File: src/rtl/squash_input_conditioner.sv
// squash_input_conditioner: synchronises and debounces the active-low push-button
// pads and gates every key output on the synchronised gpio_ready strobe.

// Per-key debounce: accepts a new level after STABLE_SAMPLES consecutive differing ticks.
module squash_key_debounce #(
  parameter int STABLE_SAMPLES = 8,
  parameter int CW             = 4
) (
  input  logic wb_clk_i,
  input  logic rst_n,
  input  logic en_i,
  input  logic tick_i,
  input  logic raw_i,
  output logic key_o,
  output logic press_o
);
  logic          d_q, d_d;
  logic          press_q, press_d;
  logic [CW-1:0] cnt_q, cnt_d;

  // Next state: clear while not ready, otherwise count disagreeing ticks.
  always_comb begin
    d_d     = d_q;
    cnt_d   = cnt_q;
    press_d = 1'b0;
    if (!en_i) begin
      d_d   = 1'b0;
      cnt_d = '0;
    end else if (tick_i) begin
      if (raw_i == d_q) begin
        cnt_d = '0;
      end else if (cnt_q == CW'(STABLE_SAMPLES - 1)) begin
        d_d     = raw_i;
        cnt_d   = '0;
        press_d = raw_i;   // pulse only on an accepted press, never on release
      end else begin
        cnt_d = cnt_q + CW'(1);
      end
    end
  end

  // State registers.
  always_ff @(posedge wb_clk_i or negedge rst_n) begin
    if (!rst_n) begin
      d_q     <= 1'b0;
      cnt_q   <= '0;
      press_q <= 1'b0;
    end else begin
      d_q     <= d_d;
      cnt_q   <= cnt_d;
      press_q <= press_d;
    end
  end

  assign key_o   = d_q;
  assign press_o = press_q;
endmodule

module squash_input_conditioner #(
  parameter int NUM_KEYS       = 4,
  parameter int SAMPLE_DIV     = 256,
  parameter int STABLE_SAMPLES = 8,
  parameter int SYNC_STAGES    = 2
) (
  input  logic                wb_clk_i,
  input  logic                rst_n,
  input  logic                gpio_ready,
  input  logic [NUM_KEYS-1:0] keys_n_i,
  output logic [NUM_KEYS-1:0] keys_o,
  output logic [NUM_KEYS-1:0] press_o,
  output logic                sample_tick_o,
  output logic                ready_o
);
  localparam int PW = (SAMPLE_DIV > 1) ? $clog2(SAMPLE_DIV) : 1;
  localparam int CW = (STABLE_SAMPLES > 1) ? $clog2(STABLE_SAMPLES + 1) : 1;

  logic [SYNC_STAGES-1:0][NUM_KEYS-1:0] key_sync_q, key_sync_d;
  logic [SYNC_STAGES-1:0]               rdy_sync_q, rdy_sync_d;
  logic [PW-1:0]                        presc_q, presc_d;
  logic [NUM_KEYS-1:0]                  raw;
  logic                                 tick;

  // Synchroniser shift: stage 0 takes the pad, each later stage the previous one.
  always_comb begin
    key_sync_d    = key_sync_q;
    rdy_sync_d    = rdy_sync_q;
    key_sync_d[0] = keys_n_i;
    rdy_sync_d[0] = gpio_ready;
    for (int i = 1; i < SYNC_STAGES; i++) begin
      key_sync_d[i] = key_sync_q[i-1];
      rdy_sync_d[i] = rdy_sync_q[i-1];
    end
  end

  // Sync chains reset to "released" pads and "not ready".
  always_ff @(posedge wb_clk_i or negedge rst_n) begin
    if (!rst_n) begin
      key_sync_q <= '1;
      rdy_sync_q <= '0;
    end else begin
      key_sync_q <= key_sync_d;
      rdy_sync_q <= rdy_sync_d;
    end
  end

  assign ready_o = rdy_sync_q[SYNC_STAGES-1];
  assign raw     = ~key_sync_q[SYNC_STAGES-1];
  assign tick    = ready_o && (presc_q == PW'(SAMPLE_DIV - 1));

  // Prescaler next count: parked at zero until ready, then wraps every SAMPLE_DIV.
  always_comb begin
    presc_d = presc_q + PW'(1);
    if (!ready_o || tick) presc_d = '0;
  end

  // Prescaler register.
  always_ff @(posedge wb_clk_i or negedge rst_n) begin
    if (!rst_n) presc_q <= '0;
    else        presc_q <= presc_d;
  end

  assign sample_tick_o = tick;

  for (genvar k = 0; k < NUM_KEYS; k++) begin : g_key
    squash_key_debounce #(
      .STABLE_SAMPLES(STABLE_SAMPLES),
      .CW            (CW)
    ) u_db (
      .wb_clk_i(wb_clk_i),
      .rst_n   (rst_n),
      .en_i    (ready_o),
      .tick_i  (tick),
      .raw_i   (raw[k]),
      .key_o   (keys_o[k]),
      .press_o (press_o[k])
    );
  end
endmodule
File: config.mk
export PLATFORM = sky130hd
export DESIGN_NAME = squash_input_conditioner
export DESIGN_NICKNAME = d
export VERILOG_FILES = /design/src/rtl/squash_input_conditioner.sv
export SDC_FILE = /design/constraint.sdc
export NUM_CORES = 1
export LEC_CHECK = 0
export ABC_AREA = 1
export CORE_UTILIZATION = 25
export DETAILED_ROUTE_END_ITERATION = 8
export PLACE_DENSITY_LB_ADDON = 0.2
export SETUP_SLACK_MARGIN = 0.1
export SKIP_LAST_GASP = 1
export SLEW_MARGIN = 5
export SYNTH_ARGS = -nofsm -noshare
export SYNTH_HDL_FRONTEND = slang
export SYNTH_SLANG_ARGS = --single-unit
File: constraint.sdc
create_clock -name wb_clk_i -period 1.2 [get_ports wb_clk_i]
set_input_delay 0.24 -clock wb_clk_i [delete_from_list [all_inputs] [get_ports wb_clk_i]]
set_output_delay 0.24 -clock wb_clk_i [all_outputs]
set_load 0.01 [all_outputs]
==> summary.txt <==
Outcome
  – Status: finished, violations left
  – Failing checks: setup timing

Place
  – Gpl congestion: 0.7485
  – Detailed placer's ending HPWL: 2969 um
  – Placement Setup Slack: -0.4860 ns
  – DP Cell Count: about 380
  – Port-buffer cells: 16

Routing
  – DRT Pass-1 Iters: 4
  – Final wirelength: 4673 um
  – Initial drt markers: 64
  – Antenna-violating nets left: 0
  – Via count: 1716
  – # DRC: 0
  – WL/cell: 11.60 um
  – Routed vias/inst: 4.258

Worst setup path
  – Slowest library cell on the worst path: dfrtp_1
  – CP startpoint kind: flip-flop
  – Worst path arrival time: 1.33 ns
  – Most common cell on crit path: nand2_4
  – CP top delay family: flip-flops
  – Crit path capture type: primary output
  – Bufs and invs on worst path: 1
  – Max incr delay on CP: around 0.37 ns
  – CP cell instances: ha_2 > nand2_4 > nor2_4 > nand2_4 > nor2_8 > buf_6
  – Path type of the worst setup path: flip-flop to primary output
  – Max FO, Critical Path: 3
  – Worst Path Required: around 0.96 ns
  – R2r setup slk: -0.33 ns

Clocking
  – CTS Root Cell: clkbuf_8
  – CTS H-tree lvls: 2
  – CTS Buf Count: 5
  – Clock Latency Late Sink: 0.30 ns
  – CTS tree: built
  – Sink Count: 42
  – Clock buffer depth: 2
  – CTS clk-pin slew, worst paths: 0.09 ns

Global route
  – GRT overflow: 0
  – Largest net degree at the start of global routing: 43
  – Antenna violations before repair: 0
  – Vias in the first global route: 1661
  – First-pass GRT wire length: 7941 um
  – Global router's overall resource usage: 12.00%

Synth
  – Register area share after synthesis: approximately half
  – Largest family of logic cells by synthesized area: simple AND/OR/NAND/NOR gates
  – Post-synthesis simple-gate area fraction: 33.97%
  – Async SR Flop Fraction: 100.0%
  – Synth Register Bits: 42
  – Syn Inst Count: ~250
  – Top-area cell type share of the netlist area: 40.82%
  – Mapped Area: around 2100 um^2
  – Synth Area in Adders: 3.001%
  – Netlist cell types: 26
  – Compound-gate portion of the synthesized area: 1.681%
  – Yosys top cell by area: dfrtp_1
  – Syn_area_per_cell: 8.474 um^2
  – Mux share of post-synthesis cell area: 0%
  – Number of flops mapped to enable cells by yosys: 0
  – XOR/XNOR share of the synthesized area: 0.8403%
  – Synth Net Count: 258
  – Leading post-synthesis cells by cell area: dfrtp_1, nand2_1, dfstp_2, nand3_1, inv_1
  – Synthesis Warnings: 0
  – Synth Flop Type: dfrtp_1

Timing
  – Fin crit period: roughly 1.6 ns
  – Fin. Hold Viols: 0
  – Slew of the pin with the lowest slew margin: 0.2440 ns
  – Unrepaired setup endpoints after global routing: true
  – Pins over their slew limit: 0
  – Final-report setup violation count: 32
  – Slew headroom: a little over four fifths
  – Setup TNS: -9.429 ns
  – Hold_ws: 0.3373 ns
  – Final WS setup: -0.3676 ns
  – Clk_skew: 0.003617 ns
  – Final period util: 130.6%
  – Max Fclk: 0.6379 GHz

Worst hold path
  – HP Class: primary input to flip-flop

Floorplan
  – Die Y: 93.31 um
  – Io pins: 17
  – Core area: approximately 8000 um^2
  – Die area: 8707 um^2
  – Die Width: 93.31 um
  – Starting Density: 26.43%
  – Number of rows in the core area: 32

Final layout
  – Share of layout cells above drive strength 1: 31.23%
  – N_diodes: 0
  – Area grow syn2layout: 36.97%
  – Nets: 312
  – Post-route insts no fill: 403

Job
  – Total of max-cap violations: 0

Pwr
  – Pwr/cell area: 1083 nW/um^2
  – Peak VDD IR: 0.6041 mV
  – Leakage power: around 1.5 nW
-- placed cells by master (no fill, tap or decap), types with 2 or more instances in the layout --
| master | netlist | final |
|---|---|---|
| nand2_1 | 83 | 81 |
| dfrtp_1 | 34 | 33 |
| buf_4 | 8 | 32 |
| nand3_1 | 28 | 25 |
| inv_1 | 24 | 23 |
| nor2_1 | 18 | 17 |
| buf_2 | 0 | 9 |
| dfstp_2 | 8 | 8 |
| nand3b_1 | 5 | 5 |
| clkbuf_8 | 0 | 5 |
| clkdlybuf4s50_1 | 0 | 5 |
| nand4_1 | 4 | 4 |
| ha_1 | 5 | 4 |
| buf_12 | 0 | 4 |
| nand2_4 | 1 | 3 |
| nand3_2 | 0 | 3 |
| nand2_8 | 1 | 3 |
| or2_2 | 3 | 3 |
| buf_6 | 3 | 3 |
| nor2_4 | 0 | 2 |
| nor3b_2 | 0 | 2 |
| inv_2 | 2 | 2 |
| nor3_4 | 0 | 2 |
| o21ai_1 | 0 | 2 |
| xor2_1 | 2 | 2 |
| clkinvlp_4 | 0 | 2 |
-- power by group --
| group | switching (mW) | internal [mW] |
|---|---|---|
| registers | 0.0325 | 1.48 |
| logic | 0.236 | 0.181 |
| clock network | 0.543 | 0.620 |
-- synth_stat cells (2+ instances only) --
cell type,instances
inv_2,2
nor2_1,18
nor3b_1,3
buf_4,8
nand3_1,28
nand4_1,4
nor3_1,3
nor2_2,2
or2_2,3
nand3b_1,5
dfrtp_1,34
xor2_1,2
ha_1,5
o21ai_0,3
nand2_1,83
buf_6,3
inv_1,24
dfstp_2,8
-- routing by layer --
layer / track usage, % / wire length [um]
met1: 15.51 / 2223
met2: 20.16 / 2240
met3: 2.520 / 150
met4: 3.462 / 59
met5: 0 / 0
-- worst register-to-register path, delay by kind of cell, from the launching register on --
family          cells  cell delay [ns]
simple gates        5             0.43
flops               1             0.37
buf+inv             3             0.35
fa+ha+maj           1             0.21
compound gates      1             0.07
-- worst paths after layout --
kind	start	endpoint	depth (start not counted)
max in group asynchronous	rst_n	key_sync_q[5]$_DFF_PN1_	3
hold reg to reg	rdy_sync_q[0]$_DFF_PN0_	rdy_sync_q[1]$_DFF_PN0_	0
setup / recovery	presc_q[1]$_DFF_PN0_	sample_tick_o	6
hold / removal	keys_n_i[2]	key_sync_d[6]$_DFF_PN1_	1
setup reg to reg	presc_q[1]$_DFF_PN0_	g_key[0].u_db.cnt_q[2]$_DFFE_PN0N_	10
min in group asynchronous	rst_n	g_key[0].u_db.cnt_q[0]$_DFFE_PN0N_	3
-- layout make-up --
cell class                      count  area (um^2)
Sequential cell                    42         1062
Fill cell                         816         5032
Multi-Input combinational cell    169        958.4
Clock inverter                      3        45.04
Inverter                           27        118.9
Timing Repair Buffer               55        474.2
Clock buffer                        5        68.82
Tap cell                          102        127.6
-- metrics by stage --
stage	utilization (%)	total power, mW	cell area (um^2)
final	36.20	3.092	2855
after global routing	36.20	3.230	2855
after CTS	35.34	3.129	2788
after detailed placement	32.07	1.919	2530
after global placement	32.07	1.914	2530
after floorplan	-	1.753	2121
-- logic make-up after synthesis --
kind of cell | count (synthesis)
compound gates | 6
xor+xnor | 2
fa+ha+maj | 5
buf+inv | 38
flops | 42
simple gates | 153
-- flip-flops by register name, indices dropped and copies added (netlist names) --
| signal | count |
|---|---|
| key_sync_q | 4 |
| rdy_sync_q | 2 |
| key_sync_d | 4 |
| g_key.u_db.cnt_q | 16 |
| g_key.u_db.key_o | 4 |
| g_key.u_db.press_o | 4 |
| presc_q | 8 |
-- repair_timing --
| action | CTS | global route |
|---|---|---|
| gates resized for setup | 55 | 9 |
| hold buffers | 1 | 0 |
| setup endpoints to repair | 42 | 35 |
| pin swaps | 5 | 4 |
| buffers inserted | 8 | 4 |
| cloned | 3 | 0 |
| endpoints found under the hold margin | 34 | 0 |
Note: power is estimated with default switching activity, not from simulation.
